`src/rtl/data_mem_arbiter_pkg.sv`:
```
// Shared encodings and helpers for the data memory arbiter.
// Imported by the arbiter top and its grant sub-module.
package data_mem_arbiter_pkg;

  typedef enum logic [1:0] {
    ST_IDLE   = 2'd0,
    ST_ACCESS = 2'd1,
    ST_RESP   = 2'd2
  } state_e;

  typedef enum logic {
    ID_CPU = 1'b0,
    ID_DMA = 1'b1
  } port_id_e;

  localparam int unsigned PRIORITY_RR    = 0;
  localparam int unsigned PRIORITY_FIXED = 1;

  typedef struct packed {
    port_id_e    id;
    logic        we;
    logic [31:0] addr;
    logic [31:0] wdata;
  } xact_t;

  // True when any byte-address bit at or above valid_bits is set.
  function automatic logic addr_out_of_range(input logic [31:0] addr,
                                             input int unsigned valid_bits);
    logic [31:0] mask;
    mask = (valid_bits >= 32) ? 32'd0 : ~((32'd1 << valid_bits) - 32'd1);
    return |(addr & mask);
  endfunction

endpackage

```
`src/rtl/data_mem_arbiter_rr_arbiter2.sv`:
```
// Two-way grant logic: round-robin on last_grant, or fixed CPU priority.
// last_grant resets to DMA so the CPU wins the first tie.
module rr_arbiter2
  import data_mem_arbiter_pkg::*;
(
  input  logic     clk,
  input  logic     rst_n,
  input  logic     fixed_prio,
  input  logic     en,
  input  logic     req_cpu,
  input  logic     req_dma,
  output logic     gnt_valid,
  output port_id_e gnt_id
);

  port_id_e last_q;

  always_comb begin
    gnt_valid = en & (req_cpu | req_dma);
    gnt_id    = ID_CPU;
    if (req_cpu && req_dma) begin
      gnt_id = (fixed_prio || (last_q == ID_DMA)) ? ID_CPU : ID_DMA;
    end else if (req_dma) begin
      gnt_id = ID_DMA;
    end
  end

  always_ff @(posedge clk or negedge rst_n) begin
    if (!rst_n) begin
      last_q <= ID_DMA;
    end else if (gnt_valid) begin
      last_q <= gnt_id;
    end
  end

endmodule

```
`src/rtl/data_mem_arbiter.sv`:
```
// Arbitrates CPU and DMA access to a single-port data memory and sequences
// each transaction as IDLE -> ACCESS -> RESP, with a registered ack pulse after RESP.
module data_mem_arbiter
  import data_mem_arbiter_pkg::*;
#(
  parameter int unsigned PRIORITY_MODE = PRIORITY_RR,
  parameter int unsigned MEM_ADDR_BITS = 10
) (
  input  logic        clk,
  input  logic        rst_n,
  input  logic        cpu_req,
  input  logic        cpu_we,
  input  logic [31:0] cpu_addr,
  input  logic [31:0] cpu_wdata,
  output logic        cpu_ack,
  output logic        cpu_err,
  output logic [31:0] cpu_rdata,
  input  logic        dma_req,
  input  logic        dma_we,
  input  logic [31:0] dma_addr,
  input  logic [31:0] dma_wdata,
  output logic        dma_ack,
  output logic        dma_err,
  output logic [31:0] dma_rdata,
  output logic        mem_write,
  output logic        mem_read,
  output logic [31:0] mem_addr,
  output logic [31:0] mem_wdata,
  input  logic [31:0] mem_rdata
);

  state_e   state_q;
  xact_t    cur_q;
  xact_t    sel;
  logic     err_q;
  logic     fixed_prio;
  logic     arb_en;
  logic     gnt_valid;
  port_id_e gnt_id;

  assign fixed_prio = (PRIORITY_MODE == PRIORITY_FIXED);
  assign arb_en     = (state_q == ST_IDLE);

  rr_arbiter2 u_arb (
    .clk       (clk),
    .rst_n     (rst_n),
    .fixed_prio(fixed_prio),
    .en        (arb_en),
    .req_cpu   (cpu_req),
    .req_dma   (dma_req),
    .gnt_valid (gnt_valid),
    .gnt_id    (gnt_id)
  );

  always_comb begin
    if (gnt_id == ID_CPU) begin
      sel = '{id: ID_CPU, we: cpu_we, addr: cpu_addr, wdata: cpu_wdata};
    end else begin
      sel = '{id: ID_DMA, we: dma_we, addr: dma_addr, wdata: dma_wdata};
    end
  end

  // cur_q.addr/wdata only load on in-range grants, so the memory bus holds its
  // last real access outside ACCESS.
  assign mem_addr  = cur_q.addr;
  assign mem_wdata = cur_q.wdata;

  always_ff @(posedge clk or negedge rst_n) begin
    if (!rst_n) begin
      state_q   <= ST_IDLE;
      cur_q     <= '0;
      err_q     <= 1'b0;
      mem_write <= 1'b0;
      mem_read  <= 1'b0;
      cpu_ack   <= 1'b0;
      cpu_err   <= 1'b0;
      cpu_rdata <= '0;
      dma_ack   <= 1'b0;
      dma_err   <= 1'b0;
      dma_rdata <= '0;
    end else begin
      cpu_ack   <= 1'b0;
      dma_ack   <= 1'b0;
      mem_write <= 1'b0;
      mem_read  <= 1'b0;
      unique case (state_q)
        ST_IDLE: begin
          if (gnt_valid) begin
            cur_q.id <= sel.id;
            cur_q.we <= sel.we;
            if (addr_out_of_range(sel.addr, MEM_ADDR_BITS)) begin
              err_q   <= 1'b1;
              state_q <= ST_RESP;
            end else begin
              err_q       <= 1'b0;
              cur_q.addr  <= sel.addr;
              cur_q.wdata <= sel.wdata;
              mem_write   <= sel.we;
              mem_read    <= ~sel.we;
              state_q     <= ST_ACCESS;
            end
          end
        end
        ST_ACCESS: begin
          if (!cur_q.we) begin
            if (cur_q.id == ID_CPU) begin
              cpu_rdata <= mem_rdata;
            end else begin
              dma_rdata <= mem_rdata;
            end
          end
          state_q <= ST_RESP;
        end
        ST_RESP: begin
          if (cur_q.id == ID_CPU) begin
            cpu_ack <= 1'b1;
            cpu_err <= err_q;
            if (err_q) cpu_rdata <= '0;
          end else begin
            dma_ack <= 1'b1;
            dma_err <= err_q;
            if (err_q) dma_rdata <= '0;
          end
          state_q <= ST_IDLE;
        end
        default: state_q <= ST_IDLE;
      endcase
    end
  end

endmodule
```
`config.mk`:
```
export PLATFORM = sky130hd
export DESIGN_NAME = data_mem_arbiter
export DESIGN_NICKNAME = d
export VERILOG_FILES = /design/src/rtl/data_mem_arbiter_pkg.sv /design/src/rtl/data_mem_arbiter_rr_arbiter2.sv /design/src/rtl/data_mem_arbiter.sv
export SDC_FILE = /design/constraint.sdc
export NUM_CORES = 1
export LEC_CHECK = 0
export ABC_AREA = 1
export CORE_UTILIZATION = 40
export DETAILED_ROUTE_END_ITERATION = 12
export PLACE_DENSITY = 0.84
export REMOVE_ABC_BUFFERS = 1
export SLEW_MARGIN = 20
export SYNTH_ARGS = -nofsm -noshare
export SYNTH_HDL_FRONTEND = slang
export SYNTH_SLANG_ARGS = --single-unit
export TNS_END_PERCENT = 10
```
`constraint.sdc`:
```
create_clock -name clk -period 5.1 [get_ports clk]
set_clock_uncertainty 0.15 [all_clocks]
set_input_delay 1.02 -clock clk [delete_from_list [all_inputs] [get_ports clk]]
set_output_delay 1.02 -clock clk [all_outputs]
set_load 0.03 [all_outputs]
```
* After elaboration in Yosys (flattened, before gate mapping)
Index checks and enable logic that the tools add are counted.
W data, S select, Z words.
** Word-level totals
- Output and inout bits :: 134
- Word-level logic and storage cells :: 66
- Bits in registers :: 140
** Operators by class
- Equal/unequal tests :: 9
- Bitwise gates (word level) :: 5
- Reductions and logical operators :: 10
- Mux-type cells :: 27
** Operator list (number)
- $mux W32 :: 7
- $pmux W32 S2 :: 2
- $mux W66 :: 1
- $reduce_or A22 Y1 :: 1
- $mux W1 :: 14
- $ne A2 B2 Y1 const B :: 7
- $reduce_and A5 Y1 :: 2
- $reduce_and A2 Y1 :: 3
- $mux W2 :: 2
- $pmux W2 S2 :: 1
- $not A1 Y1 :: 3
- $reduce_and A3 Y1 :: 1
- $eq A2 B1 Y1 const B :: 1
- $eq A2 B2 Y1 const B :: 1
- $logic_not A2 Y1 :: 1
- $reduce_bool A2 Y1 :: 1
- $and A1 B1 Y1 :: 1
- $logic_and A1 B1 Y1 :: 1
- $or A1 B1 Y1 :: 1

* Depth between registers and ports, before layout
- Word-level depth :: 7
- Depth in mapped cells :: 14

* Modules after synthesis
Synthesis repeated with hierarchy kept, for this count alone.
** Unflattened totals
- Cells, all modules :: 955
- Area total of the unflattened synthesis :: 7086.8 um^2
** Modules (own cells, without submodules)
- data_mem_arbiter :: cells each 947, sequential area each 3478.3 um^2, area each 7026.7 um^2, times used 1
- rr_arbiter2 :: cells each 8, sequential area each 26.3 um^2, area each 60.1 um^2, times used 1

* Least setup slack after synthesis
Ideal clock, no wire load.
- Path type :: input port to flip-flop
- Start point :: input dma_req
- End point :: register cur_q (netlist bit mem_addr[0])
- Arrival :: 2.377 ns
- Setup slack :: 2.455 ns
- Setup time :: 0.117 ns
- Stages on the path :: 14
- Path buffers :: 5
- Data required time :: 4.833 ns
- Cells stage by stage :: buf_4 nand2_2 buf_6 buf_6 nand2_1 nand2_1 nor2_1 nand3_1 nor2_4 nand3_2 buf_6 buf_6 nand2_1 nand2_1
** Between the ends
- Cells in the longest elaborated chain, start to end :: 6
- Elaborated cells between the ends (all ways) :: 9
- Those cells by class :: mux: 3; bitwise: 3; reduce/logical: 3
** RTL lines
- from (decl) :: RTL line data_mem_arbiter.sv:18 : input logic dma_req,
- $mux W1 / $logic_and A1 B1 Y1 (equally long branches) :: RTL line data_mem_arbiter_rr_arbiter2.sv:23, data_mem_arbiter_rr_arbiter2.sv:21
- $mux W1 :: RTL line data_mem_arbiter_rr_arbiter2.sv:21 : if (req_cpu && req_dma) begin
- $mux W66 :: RTL line data_mem_arbiter.sv:56 : if (gnt_id == ID_CPU) begin
- $reduce_or A22 Y1 :: RTL line data_mem_arbiter_pkg.sv:31 : return |(addr & mask);
- $not A1 Y1 (no line)
- $reduce_and A3 Y1 (no line)
- to (decl) :: RTL line data_mem_arbiter.sv:33 : xact_t cur_q;
Several ways; a longest one is shown, not always the timed one.
A chain may end at the register's enable or synchronous reset.

* Worst setup path after layout
- Start point :: input dma_req
- End point :: register cur_q (netlist bit mem_addr[22])
The elaborated chain is that of the path after synthesis.

==> impl_metrics.json <==
{
  "run_status": "completed",
  "insertedDiodeCount": 0,
  "std_cell_rows": 47,
  "floorplan.initialDensity_pct": 41.5,
  "filler_cell_count": 1425,
  "critical_path.top_delay_family": "buffers and inverters",
  "clock_sinks": 140,
  "routedWlPerCell_um": 14.5,
  "leakagePower_nw": 5.11,
  "seq_area_sq_mm": 0.00350,
  "design.final.nets": 1193,
  "post_dr_vias_cell": 4.66,
  "dpl_cell_area_sq_mm": 0.00962,
  "synth.largest_area_cell": "dfrtp_1",
  "grt_start_max_net_pins": 104,
  "number_of_antenna_violations_at_the_first_check_in_global_routing": 0,
  "final_area_sq_mm": 0.0102,
  "setup_viol": 0,
  "clock-root-buffer": "clkbuf_16",
  "cts_resizes": 0,
  "critPathMaxFanout": 66,
  "met3_length_um": 1410,
  "crit_path_cell_trace": "clkdlybuf4s50_1, nand2_2, buf_4, nand2_1, nand2_1, nor2_1, nand3_1, nor2_4, nand3_2, buf_4, nand2_1, inv_2",
  "worst_r2r_startpoint": "u_arb.last_q",
  "finalCoreUtilization_pct": 60.7,
  "commonest_non_fill_non_tap_cells_in_the_layout": "nand2_1 (303), clkdlybuf4s50_1 (298), dfrtp_1 (139)",
  "firstDrtPassIters": 4,
  "syn-instance-count": 806,
  "area_growth_syn_to_layout_pct": 46.2,
  "synth_area_per_cell_sq_um": 8.67,
  "class_of_the_tightest_hold_or_removal_check": "reg -> reg",
  "path_clk_slew_ns": 0.06,
  "max-vdd-ir-drop_v": 0.000278,
  "startpoint": "dma_req",
  "path_common_cell": "nand2_1",
  "tightest_slew_ns": 0.931,
  "postCtsSetupBuffers": 0,
  "cts_hold_buf": 0,
  "grt_first_pass_wirelength_um": 28600,
  "final_cells": 1260,
  "dp_worst_setup_slack_ns": 0.942,
  "cp.buffers_inverters": 4,
  "timing.critical_path.from_type": "input port",
  "hold_path.startpoint": "mem_addr[9]",
  "slew-limit-headroom_pct": 38.0,
  "critPathMaxStageDelay_ns": 0.73,
  "layout.cells.most_common": "nand2_1",
  "area_of_the_die_sq_mm": 0.0180,
  "worstSkewPairLatency_ns": 0.40,
  "timing.critical_path.slowest_stage_cell": "clkdlybuf4s50_1",
  "period_needed_ns": 3.76,
  "initialDrtViolationCount": 232,
  "final_worst_setup_slack_ns": 1.34,
  "final.setup.tns_ns": 0,
  "die_h_um": 134,
  "power_density_mw_per_mm2": 386,
  "globalRouteOverflowTotal": 0,
  "htree_num_levels": 4,
  "cts-buffers-inserted": 17,
  "antenna_violating_nets_post_route": 0,
  "finalHoldWorstSlack_ns": 0.318,
  "path_class": "in -> reg",
  "cts_max_path_buffers": 2,
  "synth_largest_type_area_fraction_pct": 49.8,
  "drive_gt1_share_pct": 13.2,
  "finalWeightedCongestion": 0.855,
  "route.final.wire_length_um": 18300,
  "synth_top_cells_by_area": "dfrtp_1 (50%), nand2_1 (16%), mux2_2 (11%), buf_4 (7.0%), nand4_1 (3.8%)",
  "grt_pass1_vias": 5661,
  "ys_seq_area_share_pct": 50.2,
  "post_synth_num_cell_types": 20,
  "core-area_sq_mm": 0.0168,
  "cap_violations": 0,
  "met2_length_um": 8770,
  "uppermost_signal_routing_layer_after_detailed_routing": "met4",
  "die-width_um": 134,
  "number_of_hold_slack_violations_in_the_final_timing_report": 0,
  "route.detailed.drc": 0,
  "ys.warnings.count": 0,
  "rsz0062_at_grt": "no",
  "worstSetupEndpointType": "flip-flop",
  "worstPathRequired_ns": 5.30,
  "buffer_ports.inserted": 299,
  "io_pins": 300,
  "post_synthesis_cell_area_sq_mm": 0.00699,
  "worst-endpoint-arrival_ns": 3.96,
  "synth-seq-cells": 140,
  "design_power_total_mw": 3.95,
  "place_inst": 1228,
  "timing.final.crit_share_pct": 73.8,
  "slew_viol_final": 0,
  "met1_length_um": 7720,
  "dr_total_vias": 5872,
  "dpl.hpwl_um": 13400,
  "groute.usage.overall_pct": 20.3,
  "multi_input_comb_area_sq_mm": 0.00251,
  "tritoncts": "yes",
  "max_freq_mhz": 266
}
## logic make-up after synthesis
| group | after synthesis | synth area share (%) |
|---|---|---|
| buffers and inverters | 178 | 14.1 |
| AOI/OAI and AO/OA | 2 | 0.143 |
| and+or+nand+nor | 420 | 24.9 |
| DFF | 140 | 50.2 |
| muxes | 66 | 10.6 |
## tightest hold or removal path: stages (launching register included)
cell and delay (ns):
dfrtp_1 0.34, nand2_1 0.05, nand2_1 0.05
## cells in the mapped netlist
library cell and instances:
nand3_1 11, dfrtp_1 139, nor2_1 52, inv_1 50
nand2_1 303, nand3_2 1, nand2_2 2, buf_2 18
buf_4 65, nand4_1 42, buf_6 7, inv_2 21
mux2_2 66, nand3b_1 7, buf_1 4, nor2_2 1
dfstp_2 1, o21ai_0 2, clkbuf_1 13, nor2_4 1
## final timing paths
check                                     end  slack (ns)  cells past startpoint
worst max-delay path             mem_addr[22]        1.34                     12
worst min-delay path              mem_addr[9]        0.32                      2
worst max register to register   mem_addr[22]        2.05                     12
worst min register to register    mem_addr[9]        0.32                      2
max in group asynchronous       dma_rdata[18]        3.19                      2
min in group asynchronous         mem_addr[3]        0.58                      1
## metal layers
metal,vias to the layer above,GRT usage (%)
met2,241,34.5
li1,2889,-
met3,31,5.71
met4,0,7.68
met1,2711,24.6
met5,-,0
## power breakdown
part / switching, mW / internal [mW]
Clock: 0.492 / 0.735
Sequential: 0.101 / 1.30
Combinational: 0.708 / 0.611
## layout make-up
type                            count  area share (%)
Clock buffer                       19            4.24
Timing Repair Buffer              309            30.1
Tap cell                          220            2.70
Sequential cell                   140            34.3
Clock inverter                     13            1.53
Multi-Input combinational cell    488            24.6
Inverter                           71            2.61
## state kept, by name, summed over array words and instances, names as in the netlist
signal / count
cpu_rdata: 32
dma_rdata: 32
mem_addr: 32
mem_wdata: 32
cur_q: 2
state_q: 2
cpu_ack: 1
cpu_err: 1
dma_ack: 1
dma_err: 1
err_q: 1
mem_read: 1
mem_write: 1
u_arb.last_q: 1
No activity file was read; power rests on OpenSTA's default activity.
